<file path="src/rtl/scan_decoder_if.sv">
// ---------------------------------------------------------------------------
// scan_decoder_if
// Groups the control/select inputs and the decoded outputs of scan_decoder.
//   en    : enable (0 = outputs inactive, state frozen)
//   mode  : 0 = direct decode, 1 = scan
//   load  : one-cycle strobe loading din into the index
//   din   : select value / scan start index
//   dout  : registered one-hot decode of idx
//   idx   : current registered index
//   wrap  : one-cycle pulse when the scan wraps to index 0
// master drives the controls, slave (the decoder) drives the results.
// ---------------------------------------------------------------------------
interface scan_decoder_if #(
    parameter int IN_W = 4
);
    logic                     en;
    logic                     mode;
    logic                     load;
    logic [IN_W-1:0]          din;
    logic [(2**IN_W)-1:0]     dout;
    logic [IN_W-1:0]          idx;
    logic                     wrap;

    modport master (
        output en, mode, load, din,
        input  dout, idx, wrap
    );

    modport slave (
        input  en, mode, load, din,
        output dout, idx, wrap
    );
endinterface

</file>
<file path="src/rtl/scan_decoder.sv">
// ---------------------------------------------------------------------------
// scan_decoder
// One-hot decoder with an optional self-advancing scan.
//   mode 0 : dout shows the one-hot decode of din one clock later.
//   mode 1 : idx advances by one every STEP_DIV enabled clocks (modulo
//            2**IN_W); wrap pulses for the cycle after idx rolls over to 0.
//   load   : forces idx to din and restarts the step divider.
//   en = 0 : outputs inactive, idx and divider frozen.
// Ports:
//   clk  : clock, rising edge
//   rst  : synchronous active-high reset
//   bus  : scan_decoder_if slave (en, mode, load, din -> dout, idx, wrap)
// Parameters: IN_W (select width), STEP_DIV (clocks per scan step, >= 1),
//             ACTIVE_LOW (1 = inverted dout polarity).
// ---------------------------------------------------------------------------
module scan_decoder #(
    parameter int IN_W       = 4,
    parameter int STEP_DIV   = 1,
    parameter int ACTIVE_LOW = 0
) (
    input  logic           clk,
    input  logic           rst,
    scan_decoder_if.slave  bus
);
    localparam int OUT_W = 2**IN_W;
    localparam int DIV_W = (STEP_DIV > 1) ? $clog2(STEP_DIV) : 1;
    localparam logic [DIV_W-1:0] DIV_LAST = DIV_W'(STEP_DIV - 1);
    localparam logic [IN_W-1:0]  IDX_LAST = {IN_W{1'b1}};
    // XOR mask applied to every dout value; also the "inactive" pattern.
    localparam logic [OUT_W-1:0] POL_MASK = (ACTIVE_LOW != 0) ? {OUT_W{1'b1}} : {OUT_W{1'b0}};

    logic [IN_W-1:0]  r_idx;
    logic [DIV_W-1:0] r_div;
    logic             r_wrap;
    logic [OUT_W-1:0] r_dout;

    logic [IN_W-1:0]  w_idx_nxt;
    logic [DIV_W-1:0] w_div_nxt;
    logic             w_wrap_nxt;
    logic [OUT_W-1:0] w_dout_nxt;

    // One-hot of sel when active, all-zero otherwise, then polarity applied.
    function automatic logic [OUT_W-1:0] f_decode(input logic [IN_W-1:0] sel, input logic active);
        logic [OUT_W-1:0] v;
        v      = {OUT_W{1'b0}};
        v[sel] = active;
        return v ^ POL_MASK;
    endfunction

    // Next-state selection: load beats enable/mode behaviour.
    always_comb begin
        w_idx_nxt  = r_idx;
        w_div_nxt  = r_div;
        w_wrap_nxt = 1'b0;
        w_dout_nxt = POL_MASK;
        if (bus.load) begin
            w_idx_nxt  = bus.din;
            w_div_nxt  = {DIV_W{1'b0}};
            w_dout_nxt = f_decode(bus.din, bus.en);
        end else if (!bus.en) begin
            // Frozen: idx/divider keep their values so the scan resumes exactly.
            w_idx_nxt  = r_idx;
            w_div_nxt  = r_div;
            w_dout_nxt = POL_MASK;
        end else if (!bus.mode) begin
            w_idx_nxt  = bus.din;
            w_div_nxt  = {DIV_W{1'b0}};
            w_dout_nxt = f_decode(bus.din, 1'b1);
        end else begin
            if (r_div == DIV_LAST) begin
                w_div_nxt  = {DIV_W{1'b0}};
                w_idx_nxt  = r_idx + IN_W'(1);
                w_wrap_nxt = (r_idx == IDX_LAST);
            end else begin
                w_div_nxt  = r_div + DIV_W'(1);
                w_idx_nxt  = r_idx;
            end
            // dout follows the index being registered on this same edge.
            w_dout_nxt = f_decode(w_idx_nxt, 1'b1);
        end
    end

    // State and output registers with synchronous reset.
    always_ff @(posedge clk) begin
        if (rst) begin
            r_idx  <= {IN_W{1'b0}};
            r_div  <= {DIV_W{1'b0}};
            r_wrap <= 1'b0;
            r_dout <= POL_MASK;
        end else begin
            r_idx  <= w_idx_nxt;
            r_div  <= w_div_nxt;
            r_wrap <= w_wrap_nxt;
            r_dout <= w_dout_nxt;
        end
    end

    assign bus.idx  = r_idx;
    assign bus.dout = r_dout;
    assign bus.wrap = r_wrap;
endmodule
</file>
<file path="src/flat_wrapper.sv">
// flat-port wrapper written by rule: the top's interface ports become plain ports
module scan_decoder_flat 
#(
    parameter int IN_W       = 4,
    parameter int STEP_DIV   = 1,
    parameter int ACTIVE_LOW = 0
)
  (clk, rst, bus_en, bus_mode, bus_load, bus_din, bus_dout, bus_idx, bus_wrap);
  scan_decoder_if #(.IN_W(IN_W)) bus_i ();
  input  logic clk;
  input  logic rst;
  input wire logic [$bits(bus_i.en)-1:0] bus_en;
  input wire logic [$bits(bus_i.mode)-1:0] bus_mode;
  input wire logic [$bits(bus_i.load)-1:0] bus_load;
  input wire logic [$bits(bus_i.din)-1:0] bus_din;
  output wire logic [$bits(bus_i.dout)-1:0] bus_dout;
  output wire logic [$bits(bus_i.idx)-1:0] bus_idx;
  output wire logic [$bits(bus_i.wrap)-1:0] bus_wrap;
  assign bus_i.en = bus_en;
  assign bus_i.mode = bus_mode;
  assign bus_i.load = bus_load;
  assign bus_i.din = bus_din;
  assign bus_dout = bus_i.dout;
  assign bus_idx = bus_i.idx;
  assign bus_wrap = bus_i.wrap;
  scan_decoder #(.IN_W(IN_W), .STEP_DIV(STEP_DIV), .ACTIVE_LOW(ACTIVE_LOW)) u_core (.clk(clk), .rst(rst), .bus(bus_i));
endmodule
</file>
<file path="config.mk">
export PLATFORM = sky130hd
export DESIGN_NAME = scan_decoder_flat
export DESIGN_NICKNAME = d
export VERILOG_FILES = /design/src/rtl/scan_decoder_if.sv /design/src/rtl/scan_decoder.sv /design/src/flat_wrapper.sv
export SDC_FILE = /design/constraint.sdc
export NUM_CORES = 1
export LEC_CHECK = 0
export ABC_CLOCK_PERIOD_IN_PS = 2200
export CORE_MARGIN = 5
export CORE_UTILIZATION = 50
export DETAILED_ROUTE_END_ITERATION = 7
export MAX_ROUTING_LAYER = met4
export PLACE_DENSITY = 0.82
export SYNTH_ARGS = -nofsm -noshare
export SYNTH_HDL_FRONTEND = slang
export SYNTH_SLANG_ARGS = --single-unit
</file>
<file path="constraint.sdc">
create_clock -name clk -period 2.2 [get_ports clk]
set_input_delay 0.33 -clock clk [delete_from_list [all_inputs] [get_ports clk]]
set_output_delay 0.33 -clock clk [all_outputs]
set_load 0.05 [all_outputs]
</file>
Yosys cells after proc, flatten, opt, wreduce, memory -nomap -nowiden:

Cells that the tools add are included.

* register bits after elaboration: 22
* input port bits: 9
* output and inout port bits: 21
* logic and storage cells: 35

* add/sub/neg operators: 2
* order comparisons: 4
* eq/ne operators: 1
* muxes and demuxes: 16
* bitwise operators: 3
* reductions and logical operators: 5

Operator list (count)
* $mux W16: 3
* $mux W4: 7
* $and A16 B16 Y16: 1
* $lt A4 B5 Y1 const B: 2
* $demux W1 S4: 2
* $ge A4 B1 Y1 const B: 2
* $reduce_or A5 Y1: 1
* $add A4 B1 Y4 const B: 1
* $eq A4 B4 Y1 const B: 1
* $mux W1: 4
* $logic_and A1 B1 Y1: 2
* $not A1 Y1: 2
* $reduce_bool A2 Y1: 1
* $reduce_or A2 Y1: 1
* $add A1 B1 Y1 const B: 1

Longest topological paths before layout:

Gate-level depths: netlist of run 1.

* depth after elaboration: 12
* mapped depth: 6

Worst setup path before layout of run 1:

No wires, ideal clock.

* path type: register to register
* from: register u_core.r_idx[0], in the netlist u_core.bus.idx[0]
* to: register u_core.r_dout[2], in the netlist u_core.bus.dout[2]
* arrival time: 1.678 ns
* data required time: 2.125 ns
* setup slack: 0.448 ns
* stages on the path, launching flop included: 6
* clock period less this slack: 1.752 ns
* cell sequence: dfxtp_1 -> ha_1 -> nand2_1 -> o21ai_2 -> a21oi_1 -> o22ai_1

* word-level cells in the longest chain between the ends: 12

Ends and longest elaborated chain
* start, declared: line scan_decoder.sv:32 `logic [IN_W-1:0] r_idx;`
* start signal, assigned: line scan_decoder.sv:86 `r_idx <= {IN_W{1'b0}};`
* start signal, assigned: line scan_decoder.sv:91 `r_idx <= w_idx_nxt;`
* $add A4 B1 Y4: line scan_decoder.sv:72 `w_idx_nxt = r_idx + IN_W'(1);`
* $mux W4 (*): line scan_decoder.sv:70 `if (r_div == DIV_LAST) begin`
* $mux W4 (*): line scan_decoder.sv:65 `end else if (!bus.mode) begin`
* $mux W4 (*): line scan_decoder.sv:60 `end else if (!bus.en) begin`
* $mux W4 (*): line scan_decoder.sv:56 `if (bus.load) begin`
* $lt A4 B5 Y1 (implied by the code) or $ge A4 B1 Y1 (tied branches): line scan_decoder.sv:46 `v[sel] = active;`
* $logic_and A1 B1 Y1 (implied by the code): line scan_decoder.sv:46
* $mux W1 (implied by the code): line scan_decoder.sv:46
* $demux W1 S4 (*)
* $mux W16 (*): line scan_decoder.sv:65
* $mux W16 (*): line scan_decoder.sv:60
* $mux W16 (*): line scan_decoder.sv:56
* end signal, assigned: line scan_decoder.sv:94 `r_dout <= w_dout_nxt;`
* end, declared: line scan_decoder.sv:35 `logic [OUT_W-1:0] r_dout;`

Mark *: on every way between the ends. The rest lies on a longest branch, timed or not. The select of a mux whose other input is x is not followed.
A chain may end at the register's enable or synchronous reset.

Final worst setup path of run 1:

* from: register u_core.r_idx[3], in the netlist u_core.bus.idx[3]
* to: output port bus_idx[3]

RTL lines
* end, declared: line flat_wrapper.sv:17 `output wire logic [$bits(bus_i.idx)-1:0] bus_idx;`

No word-level cell between the ends.

==> results of run 1 <==
-- power groups by stage --
stage | Clock, W | Sequential, W | Combinational, W
after global placement | 0 | 0.000412 | 0.000184
after detailed placement | 0 | 0.000412 | 0.000185
final | 0.000188 | 0.000404 | 0.000187
after floorplan | 0 | 0.000444 | 0.0000903
after CTS | 0.000191 | 0.000403 | 0.000186
after global routing | 0.000216 | 0.000406 | 0.000201
-- metrics by stage --
step	hold slack (ns)	instances	setup WS [ns]	power [W]
after floorplan	0.3991	134	0.4475	0.0005341
after global placement	0.6278	188	0.3694	0.0005956
after detailed placement	0.6400	188	0.3447	0.0005971
after CTS	0.6433	192	0.1025	0.0007810
after global routing	0.6446	192	0.04995	0.0008225
final	0.6453	192	0.1005	0.0007787
-- cell usage after synthesis, types with 2 or more instances --
cell      count  area share (%)
dfxtp_1      21              37
nand2_1      12             4.0
nor2_1       11             3.7
a21oi_1       9             4.0
a211oi_1      7             4.7
nand2b_1      6             3.3
o21ai_0       6             2.7
o22ai_1       6             3.3
ha_1          5             5.6
nand3_1       5             2.2
nor3_1        5             2.2
nor2b_1       4             2.2
and2_1        3             1.7
inv_1         3             1.0
nor3b_1       3             2.0
buf_2         2            0.89
buf_6         2             2.0
clkbuf_1      2            0.67
o32ai_1       2             1.6
or3_1         2             1.1
-- sequential cells by signal (all words and copies together) (netlist names) --
signal	cells
u_core.bus.dout	16
u_core.bus.idx	4
u_core.bus.wrap	1
-- kinds of logic (layout without fill, tap and decap cells) --
logic type,Yosys count,in the layout
and+or+nand+nor,59,59
AOI/OAI and AO/OA,38,38
muxes,1,1
adders and majority gates,5,5
DFF,21,21
buffers and inverters,10,40
-- area by class of cell --
cell class | count | area [um2] | share of cell area [%]
Multi-Input combinational cell | 103 | 645.6 | 44.22
Clock buffer | 3 | 22.52 | 1.542
Timing Repair Buffer | 33 | 320.3 | 21.94
Tap cell | 28 | 35.03 | 2.399
Sequential cell | 21 | 420.4 | 28.79
Clock inverter | 1 | 5.005 | 0.3428
Inverter | 3 | 11.26 | 0.7712
-- layout by cell type, fill, tap and decap left out --
cell	count
o21ai_0	6
clkbuf_4	3
dfxtp_1	21
or2_1	1
o32ai_1	2
nor3b_1	3
o22ai_1	6
nor2_1	11
nor4b_2	1
a21oi_1	9
nor3_2	1
o31ai_1	1
nor4_2	1
nor4_1	1
nand2_1	12
and2_1	3
a211oi_1	7
o21a_1	1
buf_4	4
nand2b_1	6
o21ai_1	1
or2_2	1
o21bai_2	1
a22oi_1	1
ha_1	5
nor3_1	5
clkinv_2	1
or3_1	2
nor2b_1	4
nand4_1	1
o21ai_2	1
a31oi_1	1
mux2_2	1
a311oi_1	1
nand4bb_1	1
inv_1	3
clkdlybuf4s50_1	29
nand3_1	5
-- final timing paths --
kind	from	to	slack (ns)	cells after the start
max	u_core.bus.idx[3]$_SDFFE_PP0P_	bus_idx[3]	0.10	1
max reg2reg	u_core.bus.idx[0]$_SDFFE_PP0P_	u_core.bus.dout[15]$_SDFF_PP0_	0.50	5
min	bus_load	u_core.bus.idx[0]$_SDFFE_PP0P_	0.65	3
min reg2reg	u_core.bus.idx[2]$_SDFFE_PP0P_	u_core.bus.idx[2]$_SDFFE_PP0P_	0.66	2
-- metal layers --
| layer | vias up | global-route usage, % | part of all wire, % |
|---|---|---|---|
| li1 | 550 | - | - |
| met1 | 504 | 22.42 | 44 |
| met2 | 48 | 31.61 | 48 |
| met3 | 7 | 3.394 | 6.1 |
| met4 | 0 | 8.278 | 2.0 |
| met5 | - | - | 0 |
==> flow_summary.ini, run 1 <==
[synth]
seq_area_frac_synth_pct = 37.37
synth-xor-area-share_pct = 0
synth_edf_count = 0
ys_types = 38
synth-adder-area-share_pct = 5.562
synth-async-reset-ratio_pct = 0
syn_inst = 134
synth_ff_type = dfxtp_1
syn_avg_cell_area_um2 = 8.394
synth_top_family_by_area = simple AND/OR/NAND/NOR gates
synthesis.nets = 148
synthSimpleGateAreaFrac_pct = 29.03
synth_compound_area_share_pct = 21.80
synth-seq-cells = 21
syn_area_um2 = 1125
yosysWarningCount = 0
synthMuxAreaShare_pct = 1.001

[clock_tree]
post_cts_buffers = 0
cts_made_buffers = 3
clock-sinks = 21
cts_resized = 0
clk_latency_ns = 0.31
ctsHoldBuffers = 0
path_clk_slew_ns = 0.12
htree_num_levels = 1
cts_root_buffer = clkbuf_4
cts_buffer_depth = 2
cts_tree = done

[place]
gp_congestion = 0.9350
dpl.hpwl_um = 2222
placed_cell_area_um2 = 1433
io_buffers = 29

[final_layout]
num-nets-final = 179
diodes = 0
final_cell_area_um2 = 1460
nFillCells = 191
area_growth_pct = 29.81
final_core_util_pct = 67.30
drive_above_1_share_pct = 9.146

[grt]
grt_max_degree = 13
grt_first_pass_wirelength_um = 4816
grt_usage_pct = 19.10
grt_overflow = 0
grt_pass1_vias = 1087
antenna_found_initial = 0

[floorplan]
coreArea_um2 = 2170
start_util_pct = 51.85
die_area_um2 = 3298
rows = 17
ios = 30
die_x_um = 57.43
dieHeight_um = 57.43

[detailed_routing]
antenna_left = 0
vias_per_cell = 5.776
wirelength_um = 2894
drc = 0
vias = 1109
wl_per_cell_um = 15.07
drtIter0Drc = 42
first_pass_iters = 4

[sta]
setup-violations-final = 0
fmax_ghz = 0.4763
rsz0062_at_grt = false
period_share_pct = 95.43
setup_tns_ns = 0
worst_pin_slew_ns = 0.5092
finalHoldViolations = 0
slew_viol_final = 0
post-route-min-period_ns = 2.100
clock_skew_ns = 0.005306
relSlewSlack_pct = 65.95

[worst_setup_path]
path_class = reg2out
arrival_ns = 1.77
crit_chain = clkdlybuf4s50_1
worst_path_max_delay_cell = clkdlybuf4s50_1
slowest_delay_ns = 0.88
cp_max_fo = 12
cp_num_buf_inv = 1
cp-start-kind = flop
endpoint_kind = output pin
path_delay_family = buffers and inverters
crit_required_ns = 1.87

[power]
internal_power_w = 0.0005298
pwr-share-comb_pct = 24.1
vdd_drop_max_v = 0.0003599
p_sw_share_pct = 31.96
p_leak_nw = 0.5021
power_density_nw_per_um2 = 533.3
clkPwrFrac_pct = 24.1
seqPwrFrac_pct = 51.8
power_switching_w = 0.0002489

[run_status]
status = complete, no violations

[min_path]
min-delay-path-class = in2reg

[flow_run]
cap_viol_max_count = 0
Power figures use the tool's default switching activity.
==> run 2, diff against run 1 <==
--- a/config.mk
+++ b/config.mk
@@ -6,7 +6,7 @@
 export NUM_CORES = 1
 export LEC_CHECK = 0
 export ABC_CLOCK_PERIOD_IN_PS = 2200
-export CORE_MARGIN = 5
+export CORE_MARGIN = 2
 export CORE_UTILIZATION = 50
 export DETAILED_ROUTE_END_ITERATION = 7
 export MAX_ROUTING_LAYER = met4
==> run 2 against run 1 <==
Clock skew increased by 0.0077 ns. Final cell count unchanged. Die area decreased by 20%. Sequential share of layout area about the same. Count of clock-buffer cells in the layout increased by 1. Sequential cell count unchanged. Via count unchanged. Global-route usage increased by 2.8 points. Combinational power about the same. Power decreased by 0.69%. Maximum frequency increased by 0.50%. Critical path type unchanged. Largest cell class unchanged. Highest routed layer unchanged.
==> flow_summary.ini, run 2 (synthesis results as in run 1) <==
[run_status]
status = complete, no violations

[power]
p_sw_share_pct = 31.11
power_switching_w = 0.0002406
clkPwrFrac_pct = 23.9
vdd_drop_max_v = 0.0003890
p_leak_nw = 0.4994
seqPwrFrac_pct = 52.0
internal_power_w = 0.0005328
pwr-share-comb_pct = 24.1
power_density_nw_per_um2 = 530.1

[grt]
grt_pass1_vias = 1018
grt_first_pass_wirelength_um = 4333
antenna_found_initial = 0
grt_overflow = 0
grt_max_degree = 13
grt_usage_pct = 21.93

[clock_tree]
cts_tree = done
path_clk_slew_ns = 0.12
htree_num_levels = 1
clk_latency_ns = 0.31
cts_made_buffers = 3
ctsHoldBuffers = 0
post_cts_buffers = 0
clock-sinks = 21
cts_buffer_depth = 2
cts_resized = 0
cts_root_buffer = clkbuf_4

[detailed_routing]
drc = 0
vias_per_cell = 5.776
drtIter0Drc = 32
wirelength_um = 2637
antenna_left = 0
vias = 1109
first_pass_iters = 4
wl_per_cell_um = 13.73

[worst_setup_path]
cp_max_fo = 12
r2r-start = u_core.bus.idx[0]$_SDFFE_PP0P_
r2r_end = u_core.bus.dout[14]$_SDFF_PP0_
reg2regPathDepth = 6
crit_required_ns = 1.87
ff2ff_setup_slack_ns = 0.51
path_delay_family = buffers and inverters
path_class = reg2out
cp-start-kind = flop
endpoint_kind = output pin
slowest_delay_ns = 0.88
arrival_ns = 1.76
cp_num_buf_inv = 1
worst_path_max_delay_cell = clkdlybuf4s50_1
crit_chain = clkdlybuf4s50_1

[place]
io_buffers = 29
gp_congestion = 0.9094
dpl.hpwl_um = 2086

[floorplan]
ios = 30
dieHeight_um = 51.43
rows = 17
die_x_um = 51.43
die_area_um2 = 2645
start_util_pct = 51.85
coreArea_um2 = 2170

[sta]
finalHoldViolations = 0
fmax_ghz = 0.4787
rsz0062_at_grt = false
slew_viol_final = 0
setup_tns_ns = 0
worst_pin_slew_ns = 0.5074
setup-violations-final = 0
hold_ws_ns = 0.6132
period_share_pct = 94.96
clock_skew_ns = 0.01298
post-route-min-period_ns = 2.089
relSlewSlack_pct = 66.07

[final_layout]
diodes = 0
layout_common_cells = clkdlybuf4s50_1, dfxtp_1, nand2_1
area_growth_pct = 29.70
nFillCells = 200
layout_commonest_cell = clkdlybuf4s50_1
largest_register_ffs = 16
num-nets-final = 179
drive_above_1_share_pct = 8.537

[min_path]
min-delay-path-class = reg2reg
hold_depth = 2
hold-path-endpoint = u_core.bus.idx[0]$_SDFFE_PP0P_
worstHoldStart = u_core.bus.idx[0]$_SDFFE_PP0P_

[flow_run]
cap_viol_max_count = 0
[run 2: routing by layer]
| metal | global-route usage (%) | part of all wire (%) |
|---|---|---|
| met4 | 11.40 | 3.5 |
| met1 | 24.95 | 41 |
| met5 | - | 0 |
| met3 | 3.509 | 6.8 |
| met2 | 36.97 | 48 |
[run 2: layout make-up]
cell class	instances	area [um2]	share of cell area [%]
Inverter	3	11.26	0.7719
Sequential cell	21	420.4	28.82
Timing Repair Buffer	33	320.3	21.96
Clock buffer	4	26.28	1.801
Tap cell	28	35.03	2.401
Multi-Input combinational cell	103	645.6	44.25
[run 2: power by group through the flow]
stage | logic [W] | clock network, W | registers, W
after floorplan | 0.0000903 | 0 | 0.000444
after global placement | 0.000182 | 0 | 0.000411
after detailed placement | 0.000184 | 0 | 0.000411
after CTS | 0.000185 | 0.000188 | 0.000402
after global routing | 0.000201 | 0.000201 | 0.000404
final | 0.000186 | 0.000185 | 0.000402
[run 2: worst max path at each step]
stage | startpoint | to | slack (ns) | cells past startpoint
after floorplan | u_core.bus.idx[0]$_SDFFE_PP0P_ | u_core.bus.dout[2]$_SDFF_PP0_ | 0.45 | 5
after global placement | bus_mode | u_core.bus.wrap$_SDFF_PP0_ | 0.36 | 5
after detailed placement | bus_mode | u_core.bus.dout[15]$_SDFF_PP0_ | 0.26 | 6
after CTS | u_core.bus.idx[3]$_SDFFE_PP0P_ | bus_idx[3] | 0.11 | 1
after global routing | u_core.bus.idx[3]$_SDFFE_PP0P_ | bus_idx[3] | 0.04 | 1
final | u_core.bus.idx[3]$_SDFFE_PP0P_ | bus_idx[3] | 0.11 | 1
[run 2: per-stage QoR]
step / worst slack [ns] / std cells / area (um2) / util (%) / total power, W
floorplan: 0.4475 / 134 / 1125 / - / 0.0005341
finish: 0.1108 / 192 / 1459 / 67.24 / 0.0007734
global route: 0.04121 / 192 / 1459 / 67.24 / 0.0008065
global placement: 0.3637 / 188 / 1433 / 66.03 / 0.0005922
detailed placement: 0.2586 / 188 / 1433 / 66.03 / 0.0005948
CTS: 0.1102 / 192 / 1459 / 67.24 / 0.0007754
==> run 3, diff against run 2 <==
--- a/config.mk
+++ b/config.mk
@@ -9,6 +9,7 @@
 export CORE_MARGIN = 2
 export CORE_UTILIZATION = 50
 export DETAILED_ROUTE_END_ITERATION = 7
+export GPL_TIMING_DRIVEN = 0
 export MAX_ROUTING_LAYER = met4
 export PLACE_DENSITY = 0.82
 export SYNTH_ARGS = -nofsm -noshare
==> run 3 against run 2 <==
Setup slack better by 0.031 ns. Largest cell class unchanged. Register-to-register slack barely moved. Maximum frequency increased by 1.5%. Critical path type unchanged.
==> flow_summary.ini, run 3 (synthesis results as in run 1) <==
[run_status]
status = complete, no violations

[final_layout]
drive_above_1_share_pct = 9.639
nFillCells = 202
largest_register_ffs = 16
area_growth_pct = 30.48
num-nets-final = 181
final_core_util_pct = 67.65
regArea_um2 = 420.4
diodes = 0
layout_common_cells = clkdlybuf4s50_1, dfxtp_1, nand2_1
multi_input_area_um2 = 645.6
layout_commonest_cell = clkdlybuf4s50_1

[power]
clkPwrFrac_pct = 24.0
pwr-share-comb_pct = 24.1
power_w = 0.0007776
p_sw_share_pct = 31.84
power_density_nw_per_um2 = 529.8
vdd_drop_max_v = 0.0003427
power_switching_w = 0.0002476
p_leak_nw = 0.5064
seqPwrFrac_pct = 51.8
internal_power_w = 0.0005300

[sta]
setup_tns_ns = 0
finalHoldViolations = 0
setup-violations-final = 0
hold_ws_ns = 0.3556
clock_skew_ns = 0.006079
post-route-min-period_ns = 2.058
fmax_ghz = 0.4859
relSlewSlack_pct = 66.14
rsz0062_at_grt = false
finalWorstSetupSlack_ns = 0.1418
worst_pin_slew_ns = 0.5063
period_share_pct = 93.55
slew_viol_final = 0

[detailed_routing]
drtIter0Drc = 48
first_pass_iters = 4
vias_per_cell = 5.789
drc = 0
vias = 1123
wirelength_um = 2801
wl_per_cell_um = 14.44
antenna_left = 0

[place]
io_buffers = 28
pre_cts_ws_ns = 0.3536
dpl.hpwl_um = 2160
gp_congestion = 0.9136

[worst_setup_path]
crit_chain = clkdlybuf4s50_1
cp-start-kind = flop
crit_required_ns = 1.87
arrival_ns = 1.73
worst_path_max_delay_cell = clkdlybuf4s50_1
endpoint_kind = output pin
path_delay_family = buffers and inverters
r2r-start = u_core.bus.idx[0]$_SDFFE_PP0P_
cp_max_fo = 10
critPathLaunch = u_core.bus.idx[0]$_SDFFE_PP0P_
slowest_delay_ns = 0.88
path_class = reg2out
cp_num_buf_inv = 1

[grt]
grt_usage_pct = 24.29
grt_overflow = 0
grt_first_pass_wirelength_um = 4747
grt_pass1_vias = 1097
antenna_found_initial = 0
grt_max_degree = 13

[floorplan]
die_x_um = 51.43
rows = 17
die_area_um2 = 2645
start_util_pct = 51.85
ios = 30
coreArea_um2 = 2170
dieHeight_um = 51.43

[min_path]
min-delay-path-class = in2reg
worstHoldStart = bus_din[0]

[clock_tree]
post_cts_buffers = 0
cts_tree = done
cts_buffer_depth = 2
path_clk_slew_ns = 0.11
clock-sinks = 21
htree_num_levels = 1
cts_made_buffers = 3
ctsHoldBuffers = 0
cts_root_buffer = clkbuf_4
clk_latency_ns = 0.30
cts_resized = 0

[flow_run]
cap_viol_max_count = 0
-- run 3: cell types whose count changed in the layout (fill, tap and decap cells not counted), sizes merged --
cell / delta
clkbuf: +1
buf: +1
clkinv: +1
clkdlybuf4s50: -1
-- run 3: metrics by stage --
stage | instance area [um2] | instances
2_1_floorplan | 1125 | 134
3_3_place_gp | 1440 | 190
3_5_place_dp | 1440 | 190
4_1_cts | 1468 | 194
5_1_grt | 1468 | 194
6_report | 1468 | 194
-- run 3: cell type report --
cell class	count	share of cell area (%)
Buffer	7	3.240
Clock inverter	1	0.3410
Multi-Input combinational cell	103	43.99
Inverter	3	0.7673
Sequential cell	21	28.64
Clock buffer	3	1.535
Timing Repair Buffer	28	19.10
Tap cell	28	2.387
-- run 3: per-layer routing --
metal / global-route usage, % / share of wire [%]
met5: - / 0
met4: 12.72 / 1.2
met3: 3.216 / 8.2
met2: 39.53 / 53
met1: 29.22 / 38
-- run 3: final timing paths --
kind	end	slack, ns	depth (start not counted)
hold / removal	u_core.bus.idx[0]$_SDFFE_PP0P_	0.36	3
hold reg to reg	u_core.bus.idx[1]$_SDFFE_PP0P_	0.64	2
setup reg to reg	u_core.bus.dout[3]$_SDFF_PP0_	0.50	5
setup / recovery	bus_idx[0]	0.14	1
-- run 3: power by group through the flow --
stage	clock network (W)	logic [W]	registers, W
finish	0.000187	0.000188	0.000403
global placement	0	0.000181	0.000411
CTS	0.000191	0.000186	0.000403
detailed placement	0	0.000186	0.000412
global route	0.000204	0.000204	0.000405
floorplan	0	0.0000903	0.000444
